[config.mk]
export PLATFORM = sky130hd
export DESIGN_NAME = de10lite_input_cond
export DESIGN_NICKNAME = d
export VERILOG_FILES = /design/src/rtl/lotr_pkg.sv /design/src/rtl/de10lite_debounce_bit.sv /design/src/rtl/de10lite_input_cond.sv
export SDC_FILE = /design/constraint.sdc
export NUM_CORES = 1
export LEC_CHECK = 0
export CAP_MARGIN = 0
export CORE_MARGIN = 2
export CORE_UTILIZATION = 60
export DETAILED_ROUTE_END_ITERATION = 7
export PLACE_DENSITY = 0.89
export SETUP_SLACK_MARGIN = 0.15
export SLEW_MARGIN = 30
export SYNTH_ARGS = -nofsm -noshare
export SYNTH_HDL_FRONTEND = slang
export SYNTH_HIERARCHICAL = 1
export SYNTH_SLANG_ARGS = --single-unit
[constraint.sdc]
create_clock -name QClk -period 5.5 [get_ports QClk]
set_input_delay 1.1 -clock QClk [delete_from_list [all_inputs] [get_ports QClk]]
set_output_delay 1.1 -clock QClk [all_outputs]
set_load 0.02 [all_outputs]
[src/rtl/lotr_pkg.sv]
// Shared definitions for the DE10-Lite input-conditioning path.
// Holds the raw pin bundle layout that fixes the bit order of the conditioned outputs.
package lotr_pkg;

    localparam int DE10_DEBOUNCE_CYCLES_DEF = 500000;
    localparam int DE10_NUM_IN_BITS         = 28;

    typedef struct packed {
        logic [15:0] ArduinoRaw;
        logic [9:0]  SwitchRaw;
        logic        Key_1_n;
        logic        Key_0_n;
    } t_fpga_in_raw;

endpackage

[src/rtl/de10lite_debounce_bit.sv]
// Purpose: synchronize, debounce and edge-detect one asynchronous input bit.
// Latency: 2 sync cycles + DEBOUNCE_CYCLES to the stable level; rise pulse coincident with it.
// Backpressure: none, free-running level path.
module de10lite_debounce_bit
    import lotr_pkg::*;
#(
    parameter int DEBOUNCE_CYCLES = DE10_DEBOUNCE_CYCLES_DEF
) (
    input  logic QClk,
    input  logic RstQnnnH,
    input  logic din,
    output logic stb,
    output logic rise_pulse
);

    localparam int CW = $clog2(DEBOUNCE_CYCLES + 1);
    localparam logic [CW-1:0] CNT_LAST = CW'(DEBOUNCE_CYCLES - 1);

    logic          sync1_q, sync1_d;
    logic          sync2_q, sync2_d;
    logic [CW-1:0] cnt_q,   cnt_d;
    logic          stb_q,   stb_d;
    logic          pulse_q, pulse_d;

    always_comb begin
        sync1_d = din;
        sync2_d = sync1_q;
        stb_d   = stb_q;
        cnt_d   = cnt_q;
        if (sync2_q == stb_q) begin
            cnt_d = '0;
        end else if (cnt_q == CNT_LAST) begin
            stb_d = sync2_q;
            cnt_d = '0;
        end else begin
            cnt_d = cnt_q + CW'(1);
        end
        // Registered form of stb & ~stb_delayed: uses next-state values so the
        // pulse lands on the same cycle stb first reads 1.
        pulse_d = stb_d & ~stb_q;
    end

    always_ff @(posedge QClk) begin
        if (RstQnnnH) begin
            sync1_q <= 1'b0;
            sync2_q <= 1'b0;
            cnt_q   <= '0;
            stb_q   <= 1'b0;
            pulse_q <= 1'b0;
        end else begin
            sync1_q <= sync1_d;
            sync2_q <= sync2_d;
            cnt_q   <= cnt_d;
            stb_q   <= stb_d;
            pulse_q <= pulse_d;
        end
    end

    assign stb        = stb_q;
    assign rise_pulse = pulse_q;

endmodule

[src/rtl/de10lite_input_cond.sv]
// Purpose: condition all DE10-Lite keys/switches/Arduino pins; optional press counters via DE10_BTN_EVENT_CNT_EN.
// Latency: 2 + DEBOUNCE_CYCLES cycles pin-to-level; counters lag RisePulse by 1 cycle.
// Backpressure: none, outputs are continuously valid levels and pulses.
module de10lite_input_cond
    import lotr_pkg::*;
#(
    parameter int DEBOUNCE_CYCLES = DE10_DEBOUNCE_CYCLES_DEF
) (
    input  logic        QClk,
    input  logic        RstQnnnH,
    input  logic        Key_0_n,
    input  logic        Key_1_n,
    input  logic [9:0]  SwitchRaw,
    input  logic [15:0] ArduinoRaw,
    output logic        Button_0,
    output logic        Button_1,
    output logic [9:0]  Switch,
    output logic [15:0] Arduino_dg_io,
    output logic [27:0] RisePulse
`ifdef DE10_BTN_EVENT_CNT_EN
    ,
    output logic [15:0] BtnCnt0,
    output logic [15:0] BtnCnt1
`endif
);

    t_fpga_in_raw                pin_raw;
    logic [DE10_NUM_IN_BITS-1:0] in_act;
    logic [DE10_NUM_IN_BITS-1:0] stb_vec;
    logic [DE10_NUM_IN_BITS-1:0] rise_vec;

    assign pin_raw = '{ArduinoRaw: ArduinoRaw, SwitchRaw: SwitchRaw,
                       Key_1_n: Key_1_n, Key_0_n: Key_0_n};

    // Keys are flipped before the synchronizers so every bit is active-high downstream.
    assign in_act = {pin_raw.ArduinoRaw, pin_raw.SwitchRaw, ~pin_raw.Key_1_n, ~pin_raw.Key_0_n};

    for (genvar i = 0; i < DE10_NUM_IN_BITS; i++) begin : g_bit
        de10lite_debounce_bit #(
            .DEBOUNCE_CYCLES(DEBOUNCE_CYCLES)
        ) u_db (
            .QClk      (QClk),
            .RstQnnnH  (RstQnnnH),
            .din       (in_act[i]),
            .stb       (stb_vec[i]),
            .rise_pulse(rise_vec[i])
        );
    end

    assign Button_0      = stb_vec[0];
    assign Button_1      = stb_vec[1];
    assign Switch        = stb_vec[11:2];
    assign Arduino_dg_io = stb_vec[27:12];
    assign RisePulse     = rise_vec;

`ifdef DE10_BTN_EVENT_CNT_EN
    logic [15:0] btn_cnt0_q, btn_cnt0_d;
    logic [15:0] btn_cnt1_q, btn_cnt1_d;

    // Free-running wrap at 16 bits; software handles rollover.
    always_comb begin
        btn_cnt0_d = btn_cnt0_q + {15'd0, rise_vec[0]};
        btn_cnt1_d = btn_cnt1_q + {15'd0, rise_vec[1]};
    end

    always_ff @(posedge QClk) begin
        if (RstQnnnH) begin
            btn_cnt0_q <= '0;
            btn_cnt1_q <= '0;
        end else begin
            btn_cnt0_q <= btn_cnt0_d;
            btn_cnt1_q <= btn_cnt1_d;
        end
    end

    assign BtnCnt0 = btn_cnt0_q;
    assign BtnCnt1 = btn_cnt1_q;
`endif

endmodule

==> impl_metrics.py <==
metrics = {
    "run_status": {
        "result_of_the_run": "finished, final reports clean",
    },
    "floorplan": {
        "io_pins": 86,
        "core-area_sq_mm": 0.04646,
        "dieArea_sq_mm": 0.04878,
        "die_w_um": 220.9,
        "initial_utilization_pct": 60.74,
        "floorplan.die.height_um": 220.9,
        "core.rowCount": 79,
    },
    "clock_network": {
        "tritoncts.num_buffers": 68,
        "number_of_gates_resized_after_cts": 0,
        "cts.path.max_buffers": 3,
        "tritoncts": "built",
        "cts_setup_buffers": 0,
        "cts_hold_buf": 0,
        "clock_latency_ns": 0.58,
        "clock_sinks": 644,
        "clkTransAtPathRegs_ns": 0.06,
        "cts.root.buffer_cell": "clkbuf_16",
        "cts.htree.levels": 3,
    },
    "synth": {
        "synth_top_family_by_area": "simple AND/OR/NAND/NOR gates",
        "synth-seq-cells": 644,
        "synth-compound-area-share_pct": 5.937,
        "synthesis.area_sq_mm": 0.02822,
        "synth_seq_area_share_pct": 45.69,
        "postSynthAreaPerCell_sq_um": 8.992,
        "ys_top_cells_by_count": "644 x dfxtp_1, 582 x nor2_1, 306 x xnor2_1",
        "netlist_top_cells_area": "dfxtp_1 46%, xnor2_1 9.5%, nor2_1 7.7%",
        "number_of_flops_mapped_to_enable_cells_by_yosys": 0,
        "synth_async_sr_flop_share_pct": 0,
        "synth_cells": 3138,
        "yosys.area_share.xor_xnor_pct": 12.97,
        "syn_nets": 3196,
        "post_synth_mux_area_share_pct": 0,
        "synth-adder-area-share_pct": 1.242,
        "synthesis.yosys.warnings": 6,
        "ys_dominant_reg_cell": "dfxtp_1",
        "synth_most_common_cell": "dfxtp_1",
        "synth.distinct_cells": 35,
        "post_synth_and_or_nand_nor_area_fraction_pct": 31.53,
        "synth_top_area_share_pct": 45.69,
        "post_synthesis_cell_type_with_the_largest_combined_area": "dfxtp_1",
    },
    "route": {
        "routed_wirelength_mm": 52.79,
        "dr.first_iter.drc_count": 1342,
        "drt_drc_violations_left": 0,
        "total_number_of_vias": 22160,
        "post_detailed_route_wirelength_per_cell_um": 13.47,
        "final_antenna_net_count": 0,
        "drt_pre_antenna_iters": 8,
        "route.detailed.vias_per_inst": 5.652,
    },
    "global_routing": {
        "leftover_overflow_at_the_end_of_global_routing": 0,
        "grtUsageTotal_pct": 21.05,
        "vias_in_the_first_global_route": 20560,
        "maximum_number_of_pins_on_one_net_before_global_route_repair": 84,
        "grt_pass1_wl_mm": 90.89,
        "grt_antenna_before_repair": 0,
    },
    "timing": {
        "tightest_slew_ns": 0.8473,
        "shortest_clock_period_the_worst_path_allows_after_layout_ns": 2.780,
        "period_share_pct": 50.55,
        "fmaxAchievable_ghz": 0.3597,
        "worst_hold_slack_ns": 0.4337,
        "timing.final.hold_violations": 0,
        "maxSlewViolCount": 0,
        "fin_skew_ns": 0.01905,
        "setup-violations-final": 0,
        "final_tns_setup_ns": 0,
        "rsz_0062_raised_after_global_routing": "false",
        "relSlewSlack_pct": 42.99,
    },
    "place": {
        "place.detailed.instances": 3802,
        "io_buffers": 85,
        "dpl.hpwl_mm": 34.08,
        "globalplace.congestion": 0.8498,
    },
    "min_path": {
        "holdCritPathClass": "reg2reg",
        "min-delay-start": "g_bit[5].u_db/sync1_q",
    },
    "worst_setup_path": {
        "critical_path.max_stage_delay_ns": 0.65,
        "critPathLaunchType": "register",
        "end_kind": "primary output",
        "rr_startpoint": "g_bit[9].u_db/cnt_q[7]",
        "critical_path.startpoint": "g_bit[23].u_db/stb",
        "worst-endpoint-arrival_ns": 1.68,
        "critical_path_required_ns": 4.40,
        "crit_chain": "clkdlybuf4s50_1",
        "slowest_stage": "clkdlybuf4s50_1",
        "critical_path.max_fanout": 4,
        "path_class": "reg2out",
        "path_delay_family": "buffers and inverters",
        "timing.critical_path.buf_inv": 1,
    },
    "power": {
        "irDropWorstVdd_uv": 346.7,
        "static-leakage-power_nw": 9.400,
        "power-per-cell-area_mw_per_mm2": 295.7,
    },
    "cells_and_area": {
        "fillCellCount": 3476,
        "layout.nets": 3323,
        "antenna_cells": 0,
        "drive_gt1_share_pct": 9.961,
        "synthToLayoutAreaGrowth_pct": 13.09,
        "layoutNonFillerInstCount": 3920,
    },
    "flow_run": {
        "cap_viol_max_count": 0,
    },
}
registers in the layout (all words and copies together), names as in the netlist:
name,count
g_bit.u_db/stb,28
g_bit.u_db/cnt_q,532
g_bit.u_db/sync1_q,28
g_bit.u_db/sync2_q,28
g_bit.u_db/rise_pulse,28
worst paths after layout:
kind	slack, ns	cells after the start	to
worst max register to register	3.31	4	g_bit[9].u_db/cnt_q[5]
worst max-delay path	2.72	1	Arduino_dg_io[11]
worst min-delay path	0.43	1	g_bit[5].u_db/sync2_q
worst min register to register	0.43	1	g_bit[5].u_db/sync2_q
metrics by stage:
stage / cell area, sq um / power (mW) / utilization [%] / worst slack, ns
6_report: 31910 / 9.435 / 68.69 / 2.720
5_1_grt: 31910 / 9.751 / 68.69 / 2.659
4_1_cts: 31910 / 9.544 / 68.69 / 2.678
3_5_place_dp: 29620 / 4.924 / 63.77 / 2.616
3_3_place_gp: 29620 / 4.919 / 63.77 / 2.686
2_1_floorplan: 28220 / 4.871 / - / 3.559
layout by cell type, fill, tap and decap left out, drive strengths merged, types with 84 or more instances in the layout:
master         Yosys  layout
nand2             90      90
xnor2            306     306
o21ai             85      85
nand3            221     221
xor2             112     112
a21oi             86      86
clkdlybuf4s50      0      84
clkbuf             2      99
nor2             582     582
dfxtp            644     644
inv              139     142
nand4            193     193
cells by family (layout without fill, tap and decap cells):
family,count (synthesis),count (layout)
buffers and inverters,169,344
AO/OA/AOI/OAI,229,229
AND/OR/NAND/NOR,1650,1650
adder cells (fa/ha/maj),28,28
XOR/XNOR,418,418
flip-flops,644,644
power breakdown:
group / total [mW] / switching, mW / internal [mW] / leakage [nW]
registers: 4.71 / 0.0155 / 4.69 / 5.20
logic: 0.116 / 0.0688 / 0.0467 / 3.07
clock network: 4.61 / 1.79 / 2.82 / 1.14
total: 9.44 / 1.88 / 7.56 / 9.40
per-layer routing:
metal | track usage [%] | wire length, um | share of wire, %
met1 | 26.95 | 24460 | 46
met2 | 36.21 | 25420 | 48
met3 | 3.678 | 1865 | 3.5
met4 | 6.495 | 1040 | 2.0
met5 | 0 | 0 | 0
layout make-up:
type                            instances  area [sq um]  share of cell area (%)
Timing Repair Buffer                   87         867.1                   2.717
Clock inverter                         19         236.5                  0.7410
Tap cell                              607         759.5                   2.380
Inverter                              139         521.8                   1.635
Sequential cell                       644         12890                   40.40
Clock buffer                           99          2052                   6.430
Multi-Input combinational cell       2325         14580                   45.70
(Power assumes the default switching activity.)
